===== src/rtl/simd_sub_pipe.sv =====
// Two-stage packed-SIMD subtractor (4x8 / 2x16 / 1x32 lanes).
// S1 forms the raw byte-chained difference; S2 applies signed saturation.
module simd_sub_pipe #(
  parameter int DATA_W = 32
) (
  input  logic              clk,
  input  logic              rst_n,
  input  logic              in_valid,
  output logic              in_ready,
  input  logic [DATA_W-1:0] a,
  input  logic [DATA_W-1:0] b,
  input  logic [1:0]        width,
  input  logic              saturate,
  output logic              out_valid,
  input  logic              out_ready,
  output logic [DATA_W-1:0] c,
  output logic [3:0]        ovf
);

  function automatic logic [3:0] lsb_of(input logic [1:0] w);
    logic w8;
    w8 = (w == 2'b00);
    return {w8, ~w[1], w8, 1'b1};
  endfunction

  function automatic logic [3:0] msb_of(input logic [1:0] w);
    logic w8;
    w8 = (w == 2'b00);
    return {1'b1, w8, ~w[1], w8};
  endfunction

  logic        s1_valid;
  logic        s2_valid;
  logic        s1_ready;
  logic        s2_ready;
  logic [31:0] s1_diff;
  logic [3:0]  s1_ov;
  logic [3:0]  s1_sign;
  logic [1:0]  s1_width;
  logic        s1_sat;

  logic [3:0]  lsb;
  logic [3:0]  msb;
  logic [8:0]  sum;
  logic        cy;
  logic [31:0] nd;
  logic [3:0]  nov;

  assign s2_ready  = !s2_valid || out_ready;
  assign s1_ready  = !s1_valid || s2_ready;
  assign in_ready  = s1_ready;
  assign out_valid = s2_valid;

  // a - b = a + ~b + 1, carry restarts at every element LSB byte
  always_comb begin
    lsb = lsb_of(width);
    msb = msb_of(width);
    sum = '0;
    cy  = 1'b1;
    nd  = '0;
    nov = '0;
    for (int k = 0; k < 4; k++) begin
      sum = {1'b0, a[8*k +: 8]}
          + {1'b0, ~b[8*k +: 8]}
          + {8'd0, lsb[k] | cy};
      nd[8*k +: 8] = sum[7:0];
      cy = sum[8];
      nov[k] = msb[k]
             & (a[8*k+7] ^ b[8*k+7])
             & (sum[7] ^ a[8*k+7]);
    end
  end

  logic [3:0]  eov;
  logic [3:0]  esd;
  logic [3:0]  smsb;
  logic [31:0] res;

  // Broadcast each element's MSB-byte overflow/sign to all its bytes
  always_comb begin
    eov  = '0;
    esd  = '0;
    smsb = msb_of(s1_width);
    res  = s1_diff;
    unique case (1'b1)
      s1_width == 2'b00: begin
        eov = s1_ov;
        esd = s1_sign;
      end
      s1_width == 2'b01: begin
        eov = {{2{s1_ov[3]}}, {2{s1_ov[1]}}};
        esd = {{2{s1_sign[3]}}, {2{s1_sign[1]}}};
      end
      default: begin
        eov = {4{s1_ov[3]}};
        esd = {4{s1_sign[3]}};
      end
    endcase
    for (int k = 0; k < 4; k++) begin
      if (s1_sat && eov[k]) begin
        if (esd[k])
          res[8*k +: 8] = smsb[k] ? 8'h7F : 8'hFF;
        else
          res[8*k +: 8] = smsb[k] ? 8'h80 : 8'h00;
      end
    end
  end

  always_ff @(posedge clk or negedge rst_n) begin
    if (!rst_n) begin
      s1_valid <= 1'b0;
      s2_valid <= 1'b0;
      s1_diff  <= '0;
      s1_ov    <= '0;
      s1_sign  <= '0;
      s1_width <= '0;
      s1_sat   <= 1'b0;
      c        <= '0;
      ovf      <= '0;
    end else begin
      if (s1_ready)
        s1_valid <= in_valid;
      if (in_valid && s1_ready) begin
        s1_diff  <= nd;
        s1_ov    <= nov;
        s1_sign  <= {nd[31], nd[23], nd[15], nd[7]};
        s1_width <= width;
        s1_sat   <= saturate;
      end
      if (s2_ready)
        s2_valid <= s1_valid;
      if (s1_valid && s2_ready) begin
        c   <= res;
        ovf <= s1_ov;
      end
    end
  end

endmodule

===== config.mk =====
export PLATFORM = sky130hd
export DESIGN_NAME = simd_sub_pipe
export DESIGN_NICKNAME = d
export VERILOG_FILES = /design/src/rtl/simd_sub_pipe.sv
export SDC_FILE = /design/constraint.sdc
export NUM_CORES = 1
export LEC_CHECK = 0
export ABC_AREA = 0
export CORE_MARGIN = 4
export CORE_UTILIZATION = 40
export DETAILED_ROUTE_END_ITERATION = 6
export GPL_ROUTABILITY_DRIVEN = 0
export PLACE_DENSITY = 0.66
export SYNTH_ARGS = -nofsm -noshare
export SYNTH_HDL_FRONTEND = slang
export SYNTH_SLANG_ARGS = --single-unit

===== constraint.sdc =====
create_clock -name clk -period 1.6 [get_ports clk]
set_input_delay 0.32 -clock clk [delete_from_list [all_inputs] [get_ports clk]]
set_output_delay 0.32 -clock clk [all_outputs]
set_load 0.02 [all_outputs]

==> reports/metrics.cfg <==
[status]
status=complete, but fails checks
violations=setup timing

[worst_setup_path]
cp_data_required_time_ps=1830
crit_slowest_cell=fa_2
cpLargestDelayFamily=adder cells
r2r_cells=5
rrSetupSlack_ps=120
path_buf_inv=2
critical_path.max_stage_delay_ps=410
r2r-start=s1_width[1]$_DFFE_PN0P_
critical_path_class=input port to register
crit_arrival_ps=5960
worstPathMaxFanout=2
cp-end-kind=register
crit_top_cell=fa_2
r2r-end=c[17]$_DFFE_PN0P_
crit_path_start_kind=input port

[timing]
slew_violations=0
rsz0062_at_grt=true
final_hold_viol_count=0
finalSetupViolations=27
finalSetupTns_ps=-63990
fin_crit_ps=5730
max_freq_mhz=174
tightest_slew_ps=414
slew_headroom=0.722
clock_skew_ps=6.57
setup_ws_ps=-4130
post-route-period-util=3.58

[clock_network]
cts.clk_slew.worst_paths_ps=60
cts_root_buf=clkbuf_16
cts_tree=done
htreeDepth=3
clock_sinks=77
clk_path_buf_depth=2
clock_latency_ps=330
cts_inserted_buffers=9

[yosys]
syn_nets=602
ys.flop_type=dfrtp_1
ys_seq_area_frac=0.415
synth_edf_count=0
synth-seq-cells=77
ys_async_sr_fraction=1.00
yosysWarningCount=0
synth_common_cells=nand2_1 (80), dfrtp_1 (77), o21ai_0 (50)
synthCells=496
yosysMostFrequentCell=nand2_1
synth_top_area_cell=dfrtp_1
synth_area_mm2=0.00464
syn_area_per_cell_um2=9.36
synthTopCellsByArea=dfrtp_1 (42%), ha_1 (7.5%), nand2_1 (6.5%)
synth_cell_types=56
synth_top_cell_area_share=0.415

[floorplanning]
start_util=0.408
die_w_um=116
coreArea_mm2=0.0114
num_rows=39
die_h_um=116
dieArea_mm2=0.0134
ios=109

[drt]
routed_wl_um=11900
vias=4208
drt-pass1-iter-count=4
antenna_left=0
vias_per_cell=5.01
drc=0
met2_length_um=6290
m1WireLength_um=5000
drtIter0Drc=178
avgRoutedWirePerCell_um=14.1
met3_length_um=455
dr.max_layer_used=met4

[finish]
final_nets=798
fin_area_mm2=0.00712
drive_gt1_frac=0.284
antenna_cells=0
syn2layout_area_growth_pct=53.5
final_util=0.627

[placement]
dp_slack_ps=-4970
port_buffers=108
post-dp-hpwl_um=9080
dpl-instance-area_mm2=0.00654

[pwr]
peakVddDrop_mv=0.802
design_power_total_uw=7430
p_leak_uw=0.00346
power_density_mw_per_mm2=1040

[grt]
grt_start_max_net_pins=40
grt_pass1_wl_um=19400
overflow=0
antenna_found_initial=0
grt_usage=0.180
grt_pass1_vias=4229

[worst_hold_path]
holdPathEnd=s1_diff[0]$_DFFE_PN0P_
hp-start=b[0]
hp-class=input port to register
hold_depth=3

[flow_run]
drv_cap=0

routing by layer:
metal	vias up	track usage
li1	2100	-
met1	2013	0.225
met2	85	0.320
met3	10	0.0439
met4	0	0.0348
met5	-	0
cells by family after synthesis:
family / after synthesis / share of synthesized area
buffers and inverters: 58 / 0.0531
AOI/OAI and AO/OA: 139 / 0.204
muxes: 9 / 0.0205
DFF: 77 / 0.415
adders and majority gates: 35 / 0.106
xor gates and xnor gates: 17 / 0.0321
and+or+nand+nor: 161 / 0.169
metrics by stage:
step / cells / hold slack, ps
final: 840 / 316
after global routing: 840 / 328
after CTS: 831 / 314
after detailed placement: 808 / 175
after global placement: 808 / 174
after floorplan: 496 / 24.4
report_power, final:
| group | internal, µW | switching [µW] |
|---|---|---|
| logic | 1300 | 1400 |
| clock network | 1210 | 800 |
| registers | 2410 | 308 |
cell type report:
cell class              count  area [µm²]
clock inverters             5        61.3
fillers                   946        4250
inverters                  39         159
clock buffers              11         233
repair buffers            204        1790
multi-input cells         361        2770
well taps                 143         179
flip-flops and latches     77        1930
repair_timing:
item	in CTS	in global routing
setup endpoints to repair	70	37
pin swaps	15	27
gates cloned	0	0
hold buffers	1	0
gates resized for setup	103	37
setup buffers	7	10
hold endpoints to repair	11	0
flip-flops by register name, summed over array words and instances, names as in the netlist:
signal,flops
c,32
out_valid,1
ovf,4
s1_diff,32
s1_ov,4
s1_sat,1
s1_valid,1
s1_width,2
how the worst max path moves through the flow:
stage / startpoint / to / slack [ps] / cells after the start
6_report: a[0] / s1_diff[30]$_DFFE_PN0P_ / -4130 / 30
4_1_cts: a[0] / s1_diff[30]$_DFFE_PN0P_ / -4060 / 30
3_3_place_gp: a[0] / s1_diff[30]$_DFFE_PN0P_ / -4870 / 30
3_5_place_dp: a[0] / s1_diff[30]$_DFFE_PN0P_ / -4970 / 30
2_1_floorplan: a[0] / s1_diff[30]$_DFFE_PN0P_ / -3940 / 29
5_1_grt: a[0] / s1_diff[30]$_DFFE_PN0P_ / -4500 / 30
cell usage in the layout (no fill, tap or decap), types with 5 or more instances in the layout:
cell type,synthesis,final
buf_4,1,88
dfrtp_1,77,76
dlygate4sd2_1,0,38
nor3_1,7,7
buf_2,7,7
fa_2,0,7
o21a_1,14,14
xor2_1,13,10
nor2_1,24,23
o21ai_0,50,32
o21ai_2,0,7
nand3_2,7,7
clkbuf_16,0,9
clkdlybuf4s50_1,0,55
o31ai_1,6,6
o211ai_1,5,5
ha_1,28,22
ha_4,0,6
a21oi_1,26,21
nand3_1,7,7
nand2b_1,16,12
a21o_1,10,10
inv_2,0,6
inv_1,39,32
mux2i_1,5,5
o21ai_1,2,13
nand2_1,80,79
worst register-to-register path, stage by stage, from the launching register on:
cell	delay, ps
dfrtp_2	460
or2_2	380
nand2_1	90
a21oi_1	70
nor2_2	250
a21oi_1	110
(Power assumes the default switching activity.)
